--- src/rtl/counter_share_arb.sv ---
// Round-robin scheduler granting one shared CNT_W-bit up-counter to NUM_REQ requesters,
// with a four-phase req/done handshake. Define COUNTER_SHARE_ARB_ABORT_EN to let a req drop abort a run.
module counter_share_arb #(
  parameter int NUM_REQ = 4,
  parameter int CNT_W   = 3,
  localparam int IDW    = (NUM_REQ > 1) ? $clog2(NUM_REQ) : 1
) (
  input  logic                     clk,
  input  logic                     rst_n,
  input  logic [NUM_REQ-1:0]       req,
  input  logic [NUM_REQ*CNT_W-1:0] tgt,
  output logic [NUM_REQ-1:0]       grant,
  output logic [CNT_W-1:0]         count,
  output logic                     busy,
  output logic                     done,
  output logic [IDW-1:0]           done_id
);

  typedef enum logic [1:0] {
    ST_IDLE = 2'd0,
    ST_RUN  = 2'd1,
    ST_DONE = 2'd2
  } state_t;

  state_t             state_reg, state_next;
  logic [NUM_REQ-1:0] grant_reg, grant_next;
  logic [CNT_W-1:0]   count_reg, count_next;
  logic [CNT_W-1:0]   tgt_q_reg, tgt_q_next;
  logic               busy_reg, busy_next;
  logic               done_reg, done_next;
  logic [IDW-1:0]     done_id_reg, done_id_next;
  logic [IDW-1:0]     last_reg, last_next;

  logic [CNT_W-1:0]   tgt_arr [NUM_REQ];
  logic [IDW-1:0]     sel;
  logic               found;

  generate
    for (genvar gi = 0; gi < NUM_REQ; gi++) begin : g_tgt
      assign tgt_arr[gi] = tgt[gi*CNT_W +: CNT_W];
    end
  endgenerate

  // Scan from last+NUM_REQ down to last+1 so the nearest requester after last wins.
  always_comb begin
    int idx;
    logic [IDW-1:0] idx_b;
    sel   = last_reg;
    found = 1'b0;
    idx   = 0;
    idx_b = '0;
    for (int k = NUM_REQ; k >= 1; k--) begin
      idx = int'(last_reg) + k;
      if (idx >= NUM_REQ) idx = idx - NUM_REQ;
      idx_b = IDW'(idx);
      if (req[idx_b]) begin
        sel   = idx_b;
        found = 1'b1;
      end
    end
  end

  always_ff @(posedge clk or negedge rst_n) begin
    if (!rst_n) begin
      state_reg   <= ST_IDLE;
      grant_reg   <= '0;
      count_reg   <= '0;
      tgt_q_reg   <= '0;
      busy_reg    <= 1'b0;
      done_reg    <= 1'b0;
      done_id_reg <= '0;
      last_reg    <= IDW'(NUM_REQ - 1);
    end else begin
      state_reg   <= state_next;
      grant_reg   <= grant_next;
      count_reg   <= count_next;
      tgt_q_reg   <= tgt_q_next;
      busy_reg    <= busy_next;
      done_reg    <= done_next;
      done_id_reg <= done_id_next;
      last_reg    <= last_next;
    end
  end

  always_comb begin
    state_next   = state_reg;
    grant_next   = grant_reg;
    count_next   = count_reg;
    tgt_q_next   = tgt_q_reg;
    busy_next    = busy_reg;
    done_next    = done_reg;
    done_id_next = done_id_reg;
    last_next    = last_reg;
    case (state_reg)
      ST_IDLE: begin
        if (found) begin
          state_next      = ST_RUN;
          grant_next      = '0;
          grant_next[sel] = 1'b1;
          done_id_next    = sel;
          tgt_q_next      = tgt_arr[sel];
          count_next      = '0;
          busy_next       = 1'b1;
        end
      end
      ST_RUN: begin
`ifdef COUNTER_SHARE_ARB_ABORT_EN
        if (!req[done_id_reg]) begin
          state_next = ST_IDLE;
          grant_next = '0;
          count_next = '0;
          busy_next  = 1'b0;
          done_next  = 1'b0;
          last_next  = done_id_reg;
        end else
`endif
        if (count_reg == tgt_q_reg) begin
          state_next = ST_DONE;
          done_next  = 1'b1;
        end else begin
          count_next = count_reg + CNT_W'(1);
        end
      end
      ST_DONE: begin
        // Owner dropping req closes the handshake; it becomes lowest priority next round.
        if (!req[done_id_reg]) begin
          state_next = ST_IDLE;
          grant_next = '0;
          count_next = '0;
          busy_next  = 1'b0;
          done_next  = 1'b0;
          last_next  = done_id_reg;
        end
      end
      default: begin
        state_next = ST_IDLE;
        grant_next = '0;
        count_next = '0;
        busy_next  = 1'b0;
        done_next  = 1'b0;
      end
    endcase
  end

  assign grant   = grant_reg;
  assign count   = count_reg;
  assign busy    = busy_reg;
  assign done    = done_reg;
  assign done_id = done_id_reg;

endmodule
--- config.mk ---
export PLATFORM = sky130hd
export DESIGN_NAME = counter_share_arb
export DESIGN_NICKNAME = d
export VERILOG_FILES = /design/src/rtl/counter_share_arb.sv
export SDC_FILE = /design/constraint.sdc
export NUM_CORES = 1
export LEC_CHECK = 0
export ABC_AREA = 1
export CORE_MARGIN = 1.5
export CORE_UTILIZATION = 49
export CTS_CLUSTER_SIZE = 8
export DETAILED_ROUTE_END_ITERATION = 7
export PLACE_DENSITY = 0.82
export SKIP_CTS_REPAIR_TIMING = 1
export SKIP_LAST_GASP = 1
export SLEW_MARGIN = 10
export SYNTH_ARGS = -nofsm -noshare
export SYNTH_HDL_FRONTEND = slang
export SYNTH_SLANG_ARGS = --single-unit
--- constraint.sdc ---
create_clock -name clk -period 1.9 [get_ports clk]
set_input_delay 0.38 -clock clk [delete_from_list [all_inputs] [get_ports clk]]
set_output_delay 0.38 -clock clk [all_outputs]
set_load 0.005 [all_outputs]
==> qor.txt <==
outcome = complete, but fails checks
failing checks = negative setup slack
Hold Violations, Final = 0
die width = 53.3 um
startpoint types = flop
max FFs per register = 4
initial antenna violation count = 0
DR WL/cell = 14.3 um
Setup-failing EPs final = 1
Max-slew headroom = 74.2%
vias in the first global route = 1153
share of layout cells above drive strength 1 = 29.1%
YS warnings = 0
total global routing overflow = 0
share of the synthesized area in the top cell type = 32.4%
most common cell in the synthesized netlist = nand2_1
Worst Path Arrival = 2.11 ns
clk root buf = clkbuf_4
Max Root-Sink Buffers = 2
Final nets = 233
clk_lat worst skew = 0.30 ns
Fin Clk Skew = 0.00975 ns
post-route setup slack = -0.0106 ns
Gate Count Post-Synth = 164
synthesized cell area = 0.00124 mm2
largest net degree at the start of global routing = 12
global-route wire length before repair = 4900 um
Synth area leaders = dfrtp_1 32%, nand2_1 19%, nand3_1 6.9%
Vias/cell = 5.16
H-tree levels = 1
worst slew pin tran = 0.386 ns
Peak Freq = 523 MHz
total clock sinks = 18
WL final = 3470 um
Max Cap Viol = 0
commonest cells in the netlist = 62 x nand2_1, 17 x nand3_1, 16 x dfrtp_1
critical path peak fanout = 7
post-synth top area cell = dfrtp_1
IR drop worst, VDD = 1290 uV
RSZ-0062 raised after global routing = true
critical path class = flop to flop
main flop type after synthesis = dfrtp_1
Total GRT Usage = 23.9%
leakage power = 0.915 nW
final worst path period share = 101%
clock-pin slew on the worst setup and hold paths = 0.12 ns
CTS tree = done
post-DP HPWL = 2470 um
Cell Rows = 18
area grow syn2layout = 45.5%
Distinct cells, synth = 23
drt initial violations = 29
Placed Cells = 231
DP Worst Slack = -0.177 ns
Syn Nets = 183
HP Class = primary input to asynchronous set/reset pin
I/O Pins = 29
sequential element share of the synthesized area = 36.6%
asr flop ratio synth = 100%
chip height = 53.3 um
die area = 0.00284 mm2
Final Max Slew Viols = 0
Final min period = 1.91 ns
Num CTS Buffers = 3
#FFs+latches synth = 18
Worst Setup End Kind = flop
# DRC = 0
Pwr per Cell Area = 2030 mW/mm2
Layout Cells excl Fill = 243
total via count in the routed design = 1255
DR pass1 iterations = 4
PortBufs = 28
Final ANT Viol Nets = 0
Starting Density = 50.9%
Antenna Cells = 0
CP Data Required Time = 2.10 ns
Core Area = 0.00243 mm2
placer congestion estimate = 0.802
Avg Cell Area, Syn = 7.55 um2
Post-synth EDFFs = 0
critical path, stage by stage (launching register included):
cell     delay, ns
dfstp_2       0.66
buf_6         0.13
nand2_2       0.06
o21ai_4       0.09
nand2_1       0.09
nand2_2       0.10
nand2_4       0.08
nand2_4       0.11
nand2_8       0.08
nand3_1       0.08
nand2_1       0.06
nand2_1       0.07
nand2_1       0.08
nand2_1       0.07
nand2_1       0.04
cell families after synthesis:
| logic type | synth area share [%] |
|---|---|
| flip-flops | 36.6 |
| buffers and inverters | 7.38 |
| AO/OA/AOI/OAI | 11.8 |
| AND/OR/NAND/NOR | 40.3 |
| adder cells (fa/ha/maj) | 1.01 |
| XOR/XNOR | 2.83 |
placed cells by master (no fill, tap or decap), types with 2 or more instances in the layout:
cell type        synthesis  routed
a21oi_1                  6       6
buf_4                    0      17
buf_6                    2       2
clkbuf_4                 0       3
clkdlybuf4s50_1          0      28
dfrtp_1                 16      16
dfstp_2                  2       2
inv_1                   10      10
inv_2                    3       2
nand2_1                 62      58
nand2_2                  8       8
nand2_4                  7      10
nand3_1                 17      13
nand3_2                  2       5
nor2_1                   5       5
o21ai_0                  9       8
o21ai_4                  1       2
o31ai_2                  3       3
xnor2_1                  3       3
power breakdown:
part | switching, mW | internal [mW]
logic | 1.53 | 1.14
clock network | 0.128 | 0.117
registers | 0.174 | 0.569
total | 1.83 | 1.83
per-layer routing:
layer	global-route usage, %	share of wire, %
met2	44.0	54
met3	4.80	2.9
met1	27.3	42
met4	6.84	1.4
met5	0	0
cell type report:
| type | count | area [um2] |
|---|---|---|
| repair buffers | 47 | 430 |
| fillers | 178 | 632 |
| well taps | 30 | 37.5 |
| flip-flops and latches | 18 | 453 |
| inverters | 15 | 71.3 |
| clock buffers | 4 | 36.3 |
| multi-input cells | 129 | 772 |
worst paths after layout:
path / startpoint / to / slack (ns) / cells after the start
max: last_reg[0] / tgt_q_reg[2] / -0.01 / 14
max reg2reg: last_reg[0] / tgt_q_reg[2] / -0.01 / 14
min: rst_n / done / 0.35 / 1
min reg2reg: busy / busy / 0.49 / 2
min in group clk: busy / busy / 0.49 / 2
max in group asynchronous: rst_n / busy / 1.05 / 2
per-stage QoR:
| step | area (um2) | utilization (%) | total power [mW] | hold slack (ns) | setup TNS [ns] |
|---|---|---|---|---|---|
| after detailed placement | 1620 | 66.4 | 2.99 | 0.467 | -1.43 |
| final | 1800 | 74.0 | 3.66 | 0.348 | -0.0106 |
| after floorplan | 1240 | - | 2.29 | 0.0844 | 0 |
| after global routing | 1800 | 74.0 | 3.93 | 0.374 | -0.420 |
| after CTS | 1650 | 67.9 | 3.25 | 0.359 | -0.0103 |
| after global placement | 1620 | 66.4 | 2.89 | 0.459 | -0.740 |
Note: power is estimated with default switching activity, not from simulation.
==> variant 1, RTL diff (config.mk and constraints unchanged) <==
Re-encode `state_t` (3 states) as one-hot, 3 bits wide.
--- a/src/rtl/counter_share_arb.sv
+++ b/src/rtl/counter_share_arb.sv
@@ -16,10 +16,10 @@
   output logic [IDW-1:0]           done_id
 );
 
-  typedef enum logic [1:0] {
-    ST_IDLE = 2'd0,
-    ST_RUN  = 2'd1,
-    ST_DONE = 2'd2
+  typedef enum logic [2:0] {
+    ST_IDLE = 3'b001,
+    ST_RUN  = 3'b010,
+    ST_DONE = 3'b100
   } state_t;
 
   state_t             state_reg, state_next;
Function: no difference found for any inputs over 10 cycles, from zero or initial values and one cycle with rst_n low; not proved beyond that.
==> variant 1 against the original RTL <==
- wire length down 11%
- final area shrank 4.9%
- critical endpoint unchanged
- clock power decreased by 16%
- sequential cell count increased by 1
- combinational power fell by 21%
- non-clock buffer count shrank 8
- worst setup slack gained 89 ps
- area after synthesis shrank 0.61%
- power down 16%
- largest power group unchanged
- count of clock-buffer cells in the layout is 1 lower
==> variant 1: results (changes against the original RTL) <==
status: "complete, no violations"
timing_worst_slew_pin_value_ps: 424  # +38.0 ps
finalClockSkew_ps: 7.24  # -2.51 ps
nets: 231  # -0.86%
placedInstanceArea_um2: 1610  # -0.31%
path_max_fanout: 9  # +2
synth_common_cells: "67 x nand2_1, 21 x nand3_1, 16 x dfrtp_1"
path_delay_family: "flip-flops"
drive_gt1_share_pct: 21.3  # -7.8 points
place_inst: 234  # +1.3%
avgSynthCellArea_um2: 7.23  # -4.1%
pre_cts_ws_ps: -143  # +34.5 ps
syn-num-nets: 189  # +3.3%
arrival_ps: 2020  # -90 ps
grt_pass1_vias: 1163  # +0.87%
drt-initial-drc-count: 23  # -21%
slowest_delay_ps: 600  # -60 ps
grt_pass1_wl_mm: 4.69  # -4.2%
num_vias: 1267  # +0.96%
ir_drop_uv: 1170  # -9.1%
ys_types: 24  # +4.3%
synth_area_leaders: "dfrtp_1 33%, nand2_1 20%, nand3_1 8.5%"
rrSetupSlack_ps: 80  # +90 ps
routed_wl_mm: 3.10  # -11%
grtUsageTotal_pct: 23.1  # -0.81 points
num-fill-cells: 182  # +2.2%
place_hpwl_mm: 2.44  # -1.0%
fmax_mhz: 549  # +4.9%
ys_seq_area_share_pct: 39.0  # +2.4 points
reg2reg_depth: 12  # -2
fin_cells: 239  # -1.6%
variant 1: logic make-up (layout without fill, tap and decap cells):
family	count (synthesis)	in the layout	synth area share, %
buffers and inverters	19	60	7.22
AND/OR/NAND/NOR	108	108	39.8
XOR/XNOR	4	4	2.85
AO/OA/AOI/OAI	19	19	10.2
flip-flops	19	19	39.0
adder cells (fa/ha/maj)	1	1	1.02
variant 1: stage by stage:
stage	hold slack [ps]	utilization (%)	setup TNS (ps)
5_1_grt	393	74.6	-34.3
6_report	364	74.6	0
3_5_place_dp	476	70.1	-877
4_1_cts	378	71.3	0
2_1_floorplan	84.4	-	0
3_3_place_gp	484	70.1	-288
variant 1: worst max path at each step:
| stage | from | endpoint | cells past startpoint |
|---|---|---|---|
| 6_report | last_reg[0] | tgt_q_reg[2] | 12 |
| 5_1_grt | last_reg[0] | tgt_q_reg[2] | 14 |
| 4_1_cts | last_reg[0] | grant[3] | 10 |
| 3_5_place_dp | req[3] | grant[3] | 11 |
| 3_3_place_gp | req[3] | tgt_q_reg[2] | 14 |
| 2_1_floorplan | last_reg[0] | tgt_q_reg[0] | 12 |
variant 1: area by class of cell:
cell class	count	area [um^2]	share of cell area, %
Clock buffer	3	22.5	1.31
Clock inverter	1	5.00	0.292
Inverter	17	68.8	4.02
Multi-Input combinational cell	132	727	42.4
Sequential cell	19	479	28.0
Tap cell	28	35.0	2.05
Timing Repair Buffer	39	375	21.9
variant 1: power by group through the flow:
stage	clock network, W	registers (W)	logic (W)
6_report	0.000207	0.000737	0.00212
5_1_grt	0.000220	0.000757	0.00233
4_1_cts	0.000206	0.000731	0.00191
3_5_place_dp	0	0.000741	0.00190
3_3_place_gp	0	0.000735	0.00183
2_1_floorplan	0	0.000711	0.00127
variant 1: worst reg2reg max path, cell delays in order, from the launching register on:
cell      delay, ps
dfstp_2         600
buf_12          130
nand2_2          60
nand2_2         110
nand2_2          90
o21ai_2          80
a21boi_2         90
o21ai_4         250
inv_2            70
nand2_1          70
nand2_1          60
nand2_1          60
nand2_1          50
variant 1: metal layers:
metal / part of all wire (%) / vias up / global-route usage, %
met3: 3.1 / 4 / 4.24
met2: 52 / 30 / 43.8
met4: 0.87 / 0 / 4.27
met1: 44 / 608 / 26.8
met5: 0 / - / 0
li1: - / 625 / -
==> variant 2, RTL diff (same settings) <==
Made on the original files. `CNT_W`: 3 -> 6.
--- a/src/rtl/counter_share_arb.sv
+++ b/src/rtl/counter_share_arb.sv
@@ -2,7 +2,7 @@
 // with a four-phase req/done handshake. Define COUNTER_SHARE_ARB_ABORT_EN to let a req drop abort a run.
 module counter_share_arb #(
   parameter int NUM_REQ = 4,
-  parameter int CNT_W   = 3,
+  parameter int CNT_W   = 6,
   localparam int IDW    = (NUM_REQ > 1) ? $clog2(NUM_REQ) : 1
 ) (
   input  logic                     clk,
Interface: changed (resized count and tgt); port bits go from 29 to 44. No check against the original RTL was run, so the function may have changed too.
==> variant 2 against the original RTL <==
- count of clock-buffer cells in the layout is 1 lower
- maximum frequency is 0.72% higher
- first-iteration DRC count grew to 3.6 times the old value
- area after synthesis is 41% higher
- sequential share of layout area is 1.2 points lower
- via count is 45% higher
- critical path depth is 4 lower
- worst setup slack better by 14 ps
- sequential cell count is 6 higher
- wire length is 37% higher
- power is 33% higher
- final area is 40% higher
- critical endpoint is now grant[0]
- largest cell class unchanged
==> variant 2: results (changes against the original RTL) <==
r2r_start: "last_reg[0]"
clockBufferDepth: 2  # unchanged
grt_pass1_vias: 1625  # +41%
synth_xor_area_share_pct: 3.01  # +0.18 points
drt_first_pass_iters: 4  # unchanged
synth_area_leaders: "dfrtp_1 32%, nand2_1 23%, nand3_2 8.6%"
viasPerCell: 5.19  # +0.44%
antenna_found_initial: 0  # unchanged
arrival_ps: 2110  # about the same
wl_per_cell_um: 13.5  # -5.2%
place_congestion: 0.868  # +8.2%
ys_seq_area_share_pct: 34.6  # -2.1 points
pre_cts_ws_ps: -206  # -28.6 ps
path_max_fanout: 6  # -1
synth_adder_area_share_pct: 0.717  # -0.29 points
ir_drop_uv: 1180  # -8.7%
htreeDepth: 1  # unchanged
finalClockSkew_ps: 6.58  # -3.17 ps
reg2reg_depth: 10  # -4
placedInstanceArea_um2: 2310  # +43%
grtUsageTotal_pct: 22.3  # -1.6 points
io_buffers: 43  # +54%
synth_common_cells: "107 x nand2_1, 27 x nand3_1, 22 x dfrtp_1"
r2r_end: "grant[0]"
nets: 338  # +45%
cp_slowest_cell: "dfstp_2"
path_clk_slew_ps: 140  # +20 ps
root_buffer: "clkbuf_4"
rrSetupSlack_ps: 3
grt_pass1_wl_mm: 7.19  # +47%
synth.most_common_cell: "nand2_1"
grt_max_degree: 25  # +13
slowest_delay_ps: 620  # -40 ps
numCtsBuffers: 3  # unchanged
path_delay_family: "flip-flops"
netlist_instances: 246  # +50%
syn-num-nets: 277  # +51%
drive_gt1_share_pct: 23.9  # -5.3 points
diodes: 0  # unchanged
drt-initial-drc-count: 105  # +260%
muxShareOfSynthArea_pct: 0  # unchanged
synth-compound-area-share_pct: 5.30  # -6.5 points
clock_latency_ps: 320  # +20 ps
synthArstFlopShare_pct: 100  # unchanged
ys_types: 28  # +22%
place_hpwl_mm: 3.21  # +30%
yosys_warnings: 0  # unchanged
status: "complete, no violations"
num_vias: 1826  # +45%
timing_worst_slew_pin_value_ps: 365  # -20.6 ps
timing.hold.ws_ps: 393  # +44.7 ps
power_leakage_nw: 1.27  # +38%
synth_flop_cell: "dfrtp_1"
variant 2: changes by cell type in the layout (fill, tap and decap cells not counted), moves of 5 or more:
cell and change:
nand2_1 +41, clkdlybuf4s50_1 +15, nand2_4 -5, nand2_2 +9, buf_4 -5, dfrtp_1 +6
nand3_2 +6, nand3_1 +14
variant 2: report_power, final:
part           switching, W  leakage, nW  internal [W]  total [W]
Combinational       0.00196        0.938       0.00155    0.00352
Sequential         0.000224        0.300      0.000739   0.000963
Clock              0.000162       0.0279      0.000213   0.000375
Total               0.00235         1.27       0.00251    0.00486
variant 2: layout make-up:
class / count / area (um^2)
clock buffers: 3 / 22.5
clock inverters: 1 / 30.0
fillers: 244 / 876
inverters: 20 / 82.6
multi-input cells: 196 / 1060
flip-flops and latches: 24 / 603
well taps: 46 / 57.6
repair buffers: 62 / 653
variant 2: how the worst max path moves through the flow:
stage | startpoint | end | slack [ps] | cells after the start
finish | last_reg[0] | grant[0] | 3 | 10
global route | last_reg[0] | tgt_q_reg[4] | -90 | 14
CTS | last_reg[0] | tgt_q_reg[1] | 70 | 13
detailed placement | req[2] | tgt_q_reg[1] | -210 | 14
global placement | req[2] | tgt_q_reg[1] | -160 | 14
floorplan | last_reg[0] | tgt_q_reg[3] | 270 | 13
variant 2: worst register-to-register path, stage by stage, from the launching register on:
cell,delay [ps]
dfstp_2,620
buf_6,150
nand2_1,80
nand3_2,80
nand2_2,90
inv_2,80
nand2_4,70
nand3_4,110
clkbuf_16,170
nand2_4,60
o31ai_1,290
variant 2: layer usage:
layer	vias up	wire length, um	global-route usage [%]
met5	-	0	0
met4	0	26	5.00
met3	4	184	2.52
met2	62	2490	38.2
met1	854	2060	30.4
li1	906	-	-
